<file path="src/rtl/lifo_stream_reader_pkg.sv">
// Shared types and sizing helpers for the LIFO stream reader.
package lifo_stream_reader_pkg;

  typedef enum logic [1:0] {
    ST_IDLE   = 2'd0,
    ST_ACTIVE = 2'd1,
    ST_DRAIN  = 2'd2
  } state_t;

  function automatic int buf_ptr_w(input int depth);
    return (depth > 1) ? $clog2(depth) : 1;
  endfunction

  localparam int BUF_DEPTH_DEF = 3;
  localparam int BUF_PTR_W     = buf_ptr_w(BUF_DEPTH_DEF);

endpackage

</file>
<file path="src/rtl/lifo_rd_buf.sv">
// Small circular FIFO that absorbs the LIFO read latency; head is read combinationally.
module lifo_rd_buf
  import lifo_stream_reader_pkg::*;
#(
  parameter int DW    = 16,
  parameter int DEPTH = BUF_DEPTH_DEF,
  parameter int PW    = BUF_PTR_W,
  parameter int CW    = $clog2(DEPTH + 1)
) (
  input  logic          clk,
  input  logic          rst_n,
  input  logic          wr_en,
  input  logic [DW-1:0] wr_data,
  input  logic          rd_en,
  output logic [DW-1:0] rd_data,
  output logic [CW-1:0] count
);

  localparam logic [PW-1:0] LAST = PW'(DEPTH - 1);

  logic [DW-1:0] mem [DEPTH];
  logic [PW-1:0] wr_ptr;
  logic [PW-1:0] rd_ptr;

  always_ff @(posedge clk or negedge rst_n) begin
    if (!rst_n) begin
      wr_ptr <= '0;
      rd_ptr <= '0;
      count  <= '0;
    end else begin
      if (wr_en) wr_ptr <= (wr_ptr == LAST) ? '0 : wr_ptr + 1'b1;
      if (rd_en) rd_ptr <= (rd_ptr == LAST) ? '0 : rd_ptr + 1'b1;
      // Simultaneous write and read leave the count unchanged.
      case ({wr_en, rd_en})
        2'b10:   count <= count + 1'b1;
        2'b01:   count <= count - 1'b1;
        default: count <= count;
      endcase
    end
  end

  always_ff @(posedge clk) begin
    if (wr_en) mem[wr_ptr] <= wr_data;
  end

  assign rd_data = mem[rd_ptr];

endmodule

</file>
<file path="src/rtl/lifo_stream_reader.sv">
// Pops words from a LIFO and emits them as a framed valid/ready stream, one word per clock when
// the sink is always ready. Handshake: a beat is valid_o & ready_i; data/sop/eop hold while stalled.
module lifo_stream_reader
  import lifo_stream_reader_pkg::*;
#(
  parameter int DWIDTH    = 16,
  parameter int BUF_DEPTH = BUF_DEPTH_DEF,
  parameter int PKT_LEN_W = 8
) (
  input  logic                 clk_i,
  input  logic                 arst_n_i,
  input  logic                 en_i,
  input  logic [PKT_LEN_W-1:0] pkt_len_i,
  output logic                 lifo_rdreq_o,
  input  logic [DWIDTH-1:0]    lifo_q_i,
  input  logic                 lifo_empty_i,
  output logic [DWIDTH-1:0]    data_o,
  output logic                 valid_o,
  input  logic                 ready_i,
  output logic                 sop_o,
  output logic                 eop_o,
  output logic                 busy_o,
  output state_t               state_o
);

  localparam int CW = $clog2(BUF_DEPTH + 1);
  localparam int SW = ((CW > PKT_LEN_W) ? CW : PKT_LEN_W) + 1;

  state_t               state;
  logic                 infl;
  logic [CW-1:0]        occ;
  logic [DWIDTH-1:0]    head;
  logic [PKT_LEN_W-1:0] cnt;
  logic [PKT_LEN_W-1:0] len;
  logic [PKT_LEN_W-1:0] len_in;
  logic                 beat;
  logic                 sop;
  logic                 eop;
  logic                 open_next;
  logic [SW-1:0]        pending;
  logic [SW-1:0]        remaining;

  lifo_rd_buf #(
    .DW   (DWIDTH),
    .DEPTH(BUF_DEPTH),
    .PW   (buf_ptr_w(BUF_DEPTH)),
    .CW   (CW)
  ) u_buf (
    .clk    (clk_i),
    .rst_n  (arst_n_i),
    .wr_en  (infl),
    .wr_data(lifo_q_i),
    .rd_en  (beat),
    .rd_data(head),
    .count  (occ)
  );

  assign valid_o = (occ != '0);
  assign beat    = valid_o & ready_i;
  assign len_in  = (pkt_len_i == '0) ? PKT_LEN_W'(1) : pkt_len_i;
  assign sop     = (cnt == '0);
  assign eop     = sop ? (len_in == PKT_LEN_W'(1)) : (cnt == len - 1'b1);

  // Packet still open after this cycle decides DRAIN versus IDLE when en_i falls.
  assign open_next = beat ? !eop : !sop;

  // Words buffered or in flight, and words still owed to the open packet.
  assign pending   = SW'(occ) + SW'(infl);
  assign remaining = SW'(len) - SW'(cnt);

  assign lifo_rdreq_o = (state != ST_IDLE) && !lifo_empty_i && (pending < SW'(BUF_DEPTH)) &&
                        ((state != ST_DRAIN) || (pending < remaining));

  assign data_o  = valid_o ? head : '0;
  assign sop_o   = valid_o & sop;
  assign eop_o   = valid_o & eop;
  assign busy_o  = (state != ST_IDLE) | valid_o | infl;
  assign state_o = state;

  always_ff @(posedge clk_i or negedge arst_n_i) begin
    if (!arst_n_i) begin
      state <= ST_IDLE;
      infl  <= 1'b0;
      cnt   <= '0;
      len   <= '0;
    end else begin
      infl <= lifo_rdreq_o;
      if (beat) begin
        if (sop) len <= len_in;
        cnt <= eop ? '0 : cnt + 1'b1;
      end
      case (state)
        ST_IDLE:   if (en_i) state <= ST_ACTIVE;
        ST_ACTIVE: if (!en_i) state <= open_next ? ST_DRAIN : ST_IDLE;
        ST_DRAIN: begin
          if (en_i)            state <= ST_ACTIVE;
          else if (!open_next) state <= ST_IDLE;
        end
        default:   state <= ST_IDLE;
      endcase
    end
  end

endmodule

</file>
<file path="config.mk">
export PLATFORM = sky130hd
export DESIGN_NAME = lifo_stream_reader
export DESIGN_NICKNAME = d
export VERILOG_FILES = /design/src/rtl/lifo_stream_reader_pkg.sv /design/src/rtl/lifo_rd_buf.sv /design/src/rtl/lifo_stream_reader.sv
export SDC_FILE = /design/constraint.sdc
export NUM_CORES = 1
export LEC_CHECK = 0
export ABC_AREA = 0
export BUFFER_PORTS_ARGS = -buffer_cell sky130_fd_sc_hd__buf_2
export CAP_MARGIN = 30
export CORE_UTILIZATION = 50
export CTS_BUF_LIST = sky130_fd_sc_hd__clkbuf_8
export CTS_CLUSTER_DIAMETER = 60
export DETAILED_ROUTE_END_ITERATION = 10
export PLACE_DENSITY = 0.83
export SYNTH_ARGS = -nofsm -noshare
export SYNTH_HDL_FRONTEND = slang
export SYNTH_SLANG_ARGS = --single-unit
</file>
<file path="constraint.sdc">
create_clock -name clk_i -period 3 [get_ports clk_i]
set_input_delay 0.75 -clock clk_i [delete_from_list [all_inputs] [get_ports clk_i]]
set_output_delay 0.75 -clock clk_i [all_outputs]
set_load 0.1 [all_outputs]
</file>
### After elaboration in Yosys (flattened, before gate mapping)

Memory sizes are Yosys's and may differ from the RTL's.
Index checks and enable logic that the tools add are counted.

* register bits: 25
* bits in writable memories: 48
* input port bits: 29
* output and inout port bits: 23
* memories: 1

Memories
* u_buf.mem: words 3, bits a word 16, read ports 1, clocked after memory_dff 0, write ports 1, line lifo_rd_buf.sv:21 `logic [DW-1:0] mem [DEPTH];`

* add/subtract/negate cells: 8
* $lt $le $gt $ge: 2
* eq/ne operators: 12
* muxes and demuxes: 16
* bitwise gates (word level): 5
* reductions and logical operators: 15

Operators with widths (number)
* $logic_not A8 Y1: 2
* $mux W16: 1
* $mux W8: 2
* $mux W2: 7
* $lt A3 B9 Y1: 1
* $sub A8 B8 Y9: 1
* $add A8 B1 Y8 const B: 1
* $eq A2 B2 Y1 const B: 4
* $eq A8 B1 Y1 const B: 1
* $eq A8 B8 Y1: 1
* $sub A8 B1 Y8 const B: 1
* $add A2 B1 Y2 const B: 3
* $ne A2 B2 Y1 const B: 3
* $pmux W2 S3: 1
* $reduce_bool A2 Y1: 3
* $eq A2 B1 Y1 const B: 2
* $mux W1: 4
* $pmux W2 S2: 1
* $add A2 B1 Y3: 1
* $and A1 B1 Y1: 3
* $logic_and A1 B1 Y1: 3
* $logic_not A1 Y1: 3
* $lt A3 B2 Y1 const B: 1
* $ne A3 B3 Y1 const B: 1
* other kinds (6): 7

### Logic depth before layout (Yosys ltp)

Gate-level depths: netlist (run 1).

* word-level depth: 9
* depth in mapped cells: 10
* gate-level depth less buffers: 10

### Hierarchy

Synthesis (run 1) repeated with hierarchy kept, for this count alone.

* cell total of the unflattened synthesis: 312
* area total of the unflattened synthesis: 3719.8 um^2

Modules (own cells, without submodules)
* lifo_rd_buf: instances 1, cells each 124, area each 2049.5 um^2
* lifo_stream_reader: instances 1, cells each 188, area each 1670.4 um^2

### Worst setup path after synthesis (run 1)

No wires, ideal clock.

* kind: flip-flop to output port
* from: reg cnt[1]
* to: out eop_o
* arrival: 2.737 ns
* required time: 2.250 ns
* slack: -0.487 ns
* cell stages (with the launch flop): 8
* path buffers: 0
* cell sequence: dfrtp_1 -> inv_1 -> ha_1 -> and4_4 -> or4_1 -> a2111o_1 -> o21ai_4 -> and2_1

* longest elaborated chain between the ends: 3
* elaborated cells on any way between the ends: 4

RTL lines
* start: declaration: line lifo_stream_reader.sv:33 `logic [PKT_LEN_W-1:0] cnt;`
* start signal: assignment: line lifo_stream_reader.sv:90 `cnt <= eop ? '0 : cnt + 1'b1;`
* $eq A8 B8 Y1 or $logic_not A8 Y1 (tied branches): line lifo_stream_reader.sv:62, lifo_stream_reader.sv:61
* $mux W1 (*): line lifo_stream_reader.sv:62 `assign eop = sop ? (len_in == PKT_LEN_W'(1)) : (cnt == len - 1'b1);`
* $and A1 B1 Y1 (*): line lifo_stream_reader.sv:76 `assign eop_o = valid_o & eop;`
* end: declaration: line lifo_stream_reader.sv:21 `output logic eop_o,`

Mark *: on every way between the ends. The rest lies on a longest branch, timed or not.

### Final worst setup path (run 1)

* from: reg len[0]
* to: out lifo_rdreq_o

* longest elaborated chain between the ends: 4

RTL lines
* start: declaration: line lifo_stream_reader.sv:34 `logic [PKT_LEN_W-1:0] len;`
* start signal: assignment: line lifo_stream_reader.sv:89 `if (sop) len <= len_in;`
* $sub A8 B8 Y9: line lifo_stream_reader.sv:69 `assign remaining = SW'(len) - SW'(cnt);`
* $lt A3 B9 Y1: line lifo_stream_reader.sv:72 `((state != ST_DRAIN) || (pending < remaining));`
* $logic_or A1 B1 Y1: line lifo_stream_reader.sv:72
* $logic_and A1 B1 Y1: line lifo_stream_reader.sv:71 `assign lifo_rdreq_o = (state != ST_IDLE) && !lifo_empty_i && (pending < SW'(BUF_DEPTH)) &&`
* end: declaration: line lifo_stream_reader.sv:14 `output logic lifo_rdreq_o,`

No other way between the ends.

==> results of run 1 <==
## Yosys cell counts (2+ instances only)
master and count:
nor4_1 3, nand2b_1 2, nand2_1 17, a21o_1 4, and3_1 2, mux2i_1 18, xor2_1 2, nor2_1 41
nor2b_1 3, nand3_1 8, a21oi_1 24, clkbuf_1 7, ha_1 16, or4_1 4, nor3b_1 2, dfrtp_1 25
mux2_2 8, a31oi_1 2, xnor2_1 16, edfxtp_1 48, inv_1 20, o21a_1 2, o22ai_1 6, o31ai_1 2
and2_1 3, o21ai_0 6, nor3_1 6
## cell families after synthesis
family	count (synthesis)	share of synthesized area
adder cells (fa/ha/maj)	17	0.0606
buffers and inverters	29	0.0303
AO/OA/AOI/OAI	56	0.0964
XOR/XNOR	18	0.0434
flip-flops	73	0.568
multiplexers	26	0.0743
AND/OR/NAND/NOR	96	0.127
## worst max path at each step
stage / end / slack, ns / from / cells after the start
final: lifo_rdreq_o / -0.42 / len[0] / 11
after global routing: lifo_rdreq_o / -0.53 / len[0] / 11
after CTS: lifo_rdreq_o / -0.40 / len[0] / 11
after detailed placement: lifo_rdreq_o / -0.17 / len[0] / 11
after global placement: lifo_rdreq_o / -0.08 / len[0] / 11
after floorplan: eop_o / -0.20 / cnt[1] / 7
## what timing repair did
item / 4_1_cts / 5_1_grt
resized for setup: 12 / 6
endpoints found under the setup margin: 9 / 2
buffers inserted: 3 / 2
pin swaps: 7 / 2
## final cells by class
type,count,area [sq um]
fillers,542,2390
flip-flops and latches,73,2070
multi-input cells,213,1600
repair buffers,78,488
clock buffers,9,124
well taps,96,120
inverters,20,75.1
clock inverters,7,46.3
## state kept, by name, summed over array words and instances (netlist names)
name,flops
u_buf.rd_ptr,2
infl,1
len,8
state_o,2
cnt,8
u_buf.mem,48
u_buf.count,2
u_buf.wr_ptr,2
## layer usage
layer / vias to the layer above / GRT usage / part of all wire
met5: - / 0 / 0
met4: 0 / 0.0969 / 0.024
met3: 17 / 0.0389 / 0.051
met2: 80 / 0.339 / 0.49
met1: 1308 / 0.268 / 0.44
li1: 1300 / - / -
## through the flow
stage          hold slack, ns  std cells  TNS (ns)  instance area [sq um]  worst slack (ns)
2_1_floorplan           0.454        315    -0.385                   3690            -0.204
3_3_place_gp            0.518        475    -0.103                   4240           -0.0775
3_5_place_dp            0.527        475    -0.217                   4240            -0.169
4_1_cts                 0.415        494    -0.776                   4460            -0.398
5_1_grt                 0.441        496     -1.00                   4520            -0.534
6_report                0.396        496    -0.826                   4520            -0.424
## power by group through the flow
stage	logic [W]	registers, W	clock network (W)
after floorplan	0.00209	0.00138	0
after global placement	0.00245	0.00145	0
after detailed placement	0.00250	0.00146	0
after CTS	0.00253	0.00145	0.000674
after global routing	0.00271	0.00147	0.000716
final	0.00256	0.00145	0.000666
==> flow_metrics.env, run 1 <==
export IMPL_outcome="finished, violations left"
export IMPL_violations="negative setup slack"
export IMPL_p_comb_frac=0.548
export IMPL_synth_seq_cells=73
export IMPL_p_leak_nw=1.89
export IMPL_final_cell_mix="buf_2 (49), edfxtp_1 (48), buf_4 (27)"
export IMPL_synth_edf_count=48
export IMPL_ys_top_cells_by_area="edfxtp_1 (40%), dfrtp_1 (17%), ha_1 (5.5%)"
export IMPL_post_route_drc_count=0
export IMPL_core_area_sq_um=6910
export IMPL_overflow=0
export IMPL_slew_violations=0
export IMPL_antenna_cells=0
export IMPL_clkTransAtPathRegs_ns=0.07
export IMPL_r2r_cells=8
export IMPL_nNetsFinal=441
export IMPL_cts_tree="built"
export IMPL_grt_pass1_vias=2528
export IMPL_grt_pass1_wl_um=11600
export IMPL_cp_data_arrival_time_ns=2.67
export IMPL_cts_max_path_buffers=2
export IMPL_critical_path_top_delay_family="compound AO/OA/AOI/OAI gates"
export IMPL_seqPwrFrac=0.310
export IMPL_crit_slowest_cell="dfrtp_1"
export IMPL_syn_avg_cell_area_sq_um=11.5
export IMPL_critPathMaxStageDelay_ns=0.39
export IMPL_routabilityCongestion=0.916
export IMPL_drt_total_wl_um=7570
export IMPL_path_cells="inv_2, ha_4, inv_2, fa_2, a211oi_4, o2111ai_2, nor3b_2, o211ai_1, nand3_1, o21a_4, buf_12"
export IMPL_start_util=0.526
export IMPL_vias=2705
export IMPL_cts_made_buffers=9
export IMPL_die_h_um=87.3
export IMPL_path_class="reg -> out"
export IMPL_synthFlopType="edfxtp_1"
export IMPL_reg2reg_setup_slack_ns=0.43
export IMPL_layout_commonest_cell="buf_2"
export IMPL_drive_gt1_frac=0.348
export IMPL_synthArstFlopShare=0.342
export IMPL_clkPwrFrac=0.142
export IMPL_worst_setup_path_start_kind="flop"
export IMPL_synth_top_cell_by_area="edfxtp_1"
export IMPL_syn_to_final_growth_pct=24.3
export IMPL_reg2reg_to="cnt[2]"
export IMPL_yosysTopAreaCellShare=0.396
export IMPL_rows=30
export IMPL_period_share=1.14
export IMPL_cellPowerDensity_nw_per_um2=1030
export IMPL_layout_setup_ws_ns=-0.424
export IMPL_ys_types=45
export IMPL_yosys_warnings=0
export IMPL_first_iter_violations=226
export IMPL_avgRoutedWirePerCell_um=15.3
export IMPL_num_io_pins=52
export IMPL_p_switching_w=0.00245
export IMPL_skew_ns=0.00922
export IMPL_finalPower_w=0.00467
export IMPL_grt_usage=0.207
export IMPL_maxSlewHeadroom=0.577
export IMPL_cts_hold_buf=0
export IMPL_cpMostUsedCell="inv_2"
export IMPL_fmax_ghz=0.292
export IMPL_cp_num_buf_inv=3
export IMPL_required_ns=2.25
export IMPL_fin_crit_ns=3.42
export IMPL_io_buffers=51
export IMPL_hold_viol_final=0
export IMPL_switching_share=0.524
export IMPL_antenna_found_initial=0
export IMPL_maxCapViolCount=0
export IMPL_htree_levels=3
export IMPL_cp_max_fo=3
export IMPL_tightestPinTransition_ns=0.619
export IMPL_dp_hpwl_um=5190
export IMPL_final_antenna_net_count=0
export IMPL_syn_nets=361
export IMPL_first_pass_iters=4
export IMPL_synth_area_sq_um=3640
export IMPL_cts_sinks=73
export IMPL_clock_latency_ns=0.35
export IMPL_die_area_sq_um=7620
export IMPL_vias_per_cell=5.45
export IMPL_rsz0062_at_grt="yes"
export IMPL_p_int_w=0.00223
export IMPL_grt_max_degree=26
export IMPL_ctsRootBufferMaster="clkbuf_8"
export IMPL_ys_seq_area_frac=0.568
export IMPL_vdd_drop_max_uv=569
export IMPL_cp_end_kind="primary output"
export IMPL_die_w_um=87.3
export IMPL_synthCells=315
export IMPL_r2r_start="len[0]"
export IMPL_setup_violations_final=2
export IMPL_postLayoutCoreUtil=0.654
export IMPL_hp_class="in -> async"
Power figures use the tool's default switching activity.
==> run 2: changes to the inputs <==
- CAP_MARGIN: 30 -> 20
- CTS_CLUSTER_DIAMETER: 60 -> 150
- SETUP_SLACK_MARGIN: unset -> 0.05
==> run 2 against run 1 <==
Net effect:
- critical path depth unchanged
- final cell count shrank 0.20%
- the flow still finishes with violations (negative setup slack)
- die area is the same
- hold slack gained 0.0020 ns
- fmax rose by 0.85%
- sequential cell count is the same
- total power rose by 5.3%
- sequential share of layout area shrank 0.89 points
- combinational power up 7%
- worst setup slack better by 0.029 ns
==> flow_metrics.env, run 2 (synthesized netlist as in run 1, its figures left out) <==
export IMPL_grt_usage=0.221
export IMPL_crit_slowest_cell="dfrtp_1"
export IMPL_setup_violations_final=2
export IMPL_cts_sinks=73
export IMPL_reg_top3="u_buf.mem x48, cnt x8, len x8"
export IMPL_slew_violations=0
export IMPL_post_route_drc_count=0
export IMPL_antenna_found_initial=0
export IMPL_skew_ns=0.0173
export IMPL_critical_path_top_delay_family="compound AO/OA/AOI/OAI gates"
export IMPL_cts_made_buffers=9
export IMPL_dp_hpwl_um=5470
export IMPL_place_area_sq_um=4280
export IMPL_final_antenna_net_count=0
export IMPL_core_area_sq_um=6910
export IMPL_setup_tns_final_ns=-0.724
export IMPL_cp_num_buf_inv=3
export IMPL_cp_data_arrival_time_ns=2.65
export IMPL_num_io_pins=52
export IMPL_outcome="finished, violations left"
export IMPL_maxSlewHeadroom=0.581
export IMPL_p_leak_nw=1.91
export IMPL_fin_crit_ns=3.40
export IMPL_io_buffers=51
export IMPL_vdd_drop_max_uv=642
export IMPL_maxCapViolCount=0
export IMPL_violations="negative setup slack"
export IMPL_rsz0062_at_grt="yes"
export IMPL_cts_max_path_buffers=2
export IMPL_fmax_ghz=0.295
export IMPL_clkTransAtPathRegs_ns=0.08
export IMPL_cpMostUsedCell="inv_2"
export IMPL_drive_gt1_frac=0.336
export IMPL_layout_setup_ws_ns=-0.395
export IMPL_die_h_um=87.3
export IMPL_path_cells="inv_2, ha_4, inv_2, fa_2, a211oi_2, o2111ai_1, nor3b_2, o211ai_1, nand3_1, o21a_4, buf_12"
export IMPL_hold_viol_final=0
export IMPL_fill_cells=547
export IMPL_worst_setup_path_start_kind="flop"
export IMPL_registers_top_by_ff_count="u_buf.mem"
export IMPL_grt_max_degree=26
export IMPL_final_cell_mix="buf_2 (48), edfxtp_1 (48), nor2_1 (32)"
export IMPL_cp_max_fo=3
export IMPL_path_depth=11
export IMPL_start_util=0.526
export IMPL_die_w_um=87.3
export IMPL_antenna_cells=0
export IMPL_post_route_cell_area_sq_um=4600
export IMPL_first_iter_violations=160
export IMPL_ctsRootBufferMaster="clkbuf_8"
export IMPL_period_share=1.13
export IMPL_clock_latency_ns=0.34
export IMPL_path_class="reg -> out"
export IMPL_avgRoutedWirePerCell_um=15.7
export IMPL_vias_per_cell=5.45
export IMPL_first_pass_iters=6
export IMPL_htree_levels=3
export IMPL_die_area_sq_um=7620
export IMPL_drt_total_wl_um=7750
export IMPL_vias=2696
export IMPL_critPathMaxStageDelay_ns=0.39
export IMPL_hp_class="in -> async"
export IMPL_grt_pass1_wl_um=12600
export IMPL_cp_end_kind="primary output"
export IMPL_routabilityCongestion=0.895
export IMPL_cts_tree="built"
export IMPL_overflow=0
export IMPL_largest_reg_flops=48
export IMPL_tightestPinTransition_ns=0.612
export IMPL_cellPowerDensity_nw_per_um2=1070
export IMPL_rows=30
export IMPL_finalPower_w=0.00492
export IMPL_required_ns=2.25
export IMPL_nNetsFinal=440
export IMPL_cts_hold_buf=0
export IMPL_r2r_cells=8
export IMPL_grt_pass1_vias=2636
export IMPL_syn_to_final_growth_pct=26.6
-- run 2: path summary, 6_finish.rpt --
check	end	slack [ns]	start
max in group asynchronous	u_buf.wr_ptr[0]	2.21	arst_n_i
worst max register to register	cnt[3]	0.55	len[0]
worst min register to register	u_buf.count[1]	0.54	u_buf.count[1]
worst max-delay path	lifo_rdreq_o	-0.40	len[0]
min in group clk_i	u_buf.count[1]	0.54	u_buf.count[1]
worst min-delay path	len[5]	0.40	arst_n_i
-- run 2: layout make-up --
| type | instances | area [sq um] | share of cell area |
|---|---|---|---|
| Clock buffer | 9 | 124 | 0.0269 |
| Clock inverter | 7 | 83.8 | 0.0182 |
| Inverter | 20 | 75.1 | 0.0163 |
| Multi-Input combinational cell | 213 | 1620 | 0.352 |
| Sequential cell | 73 | 2070 | 0.449 |
| Tap cell | 96 | 120 | 0.0261 |
| Timing Repair Buffer | 77 | 512 | 0.111 |
-- run 2: power breakdown --
group	internal [W]	switching (W)
sequential	0.00126	0.000151
clock	0.000398	0.000377
combinational	0.000757	0.00198
total	0.00241	0.00251
-- run 2: timing repair --
item	4_1_cts	5_1_grt
cloned	0	0
endpoints found under the setup margin	2	3
pin swaps	7	6
setup buffers	3	1
gates resized for setup	11	9
endpoints found under the hold margin	0	0
-- run 2: per-stage QoR --
stage / hold WS [ns] / utilization / setup WS, ns / instances
final: 0.398 / 0.667 / -0.395 / 495
after global routing: 0.426 / 0.667 / -0.529 / 495
after CTS: 0.411 / 0.659 / -0.384 / 494
after detailed placement: 0.527 / 0.620 / -0.0390 / 475
after global placement: 0.521 / 0.620 / -0.00696 / 475
after floorplan: 0.454 / - / -0.00919 / 315
-- run 2: metal layers --
metal / vias to the layer above / part of all wire / global-route usage
li1: 1297 / - / -
met3: 11 / 0.050 / 0.0569
met5: - / 0 / 0
met1: 1289 / 0.41 / 0.285
met4: 0 / 0.012 / 0.0596
met2: 99 / 0.53 / 0.372
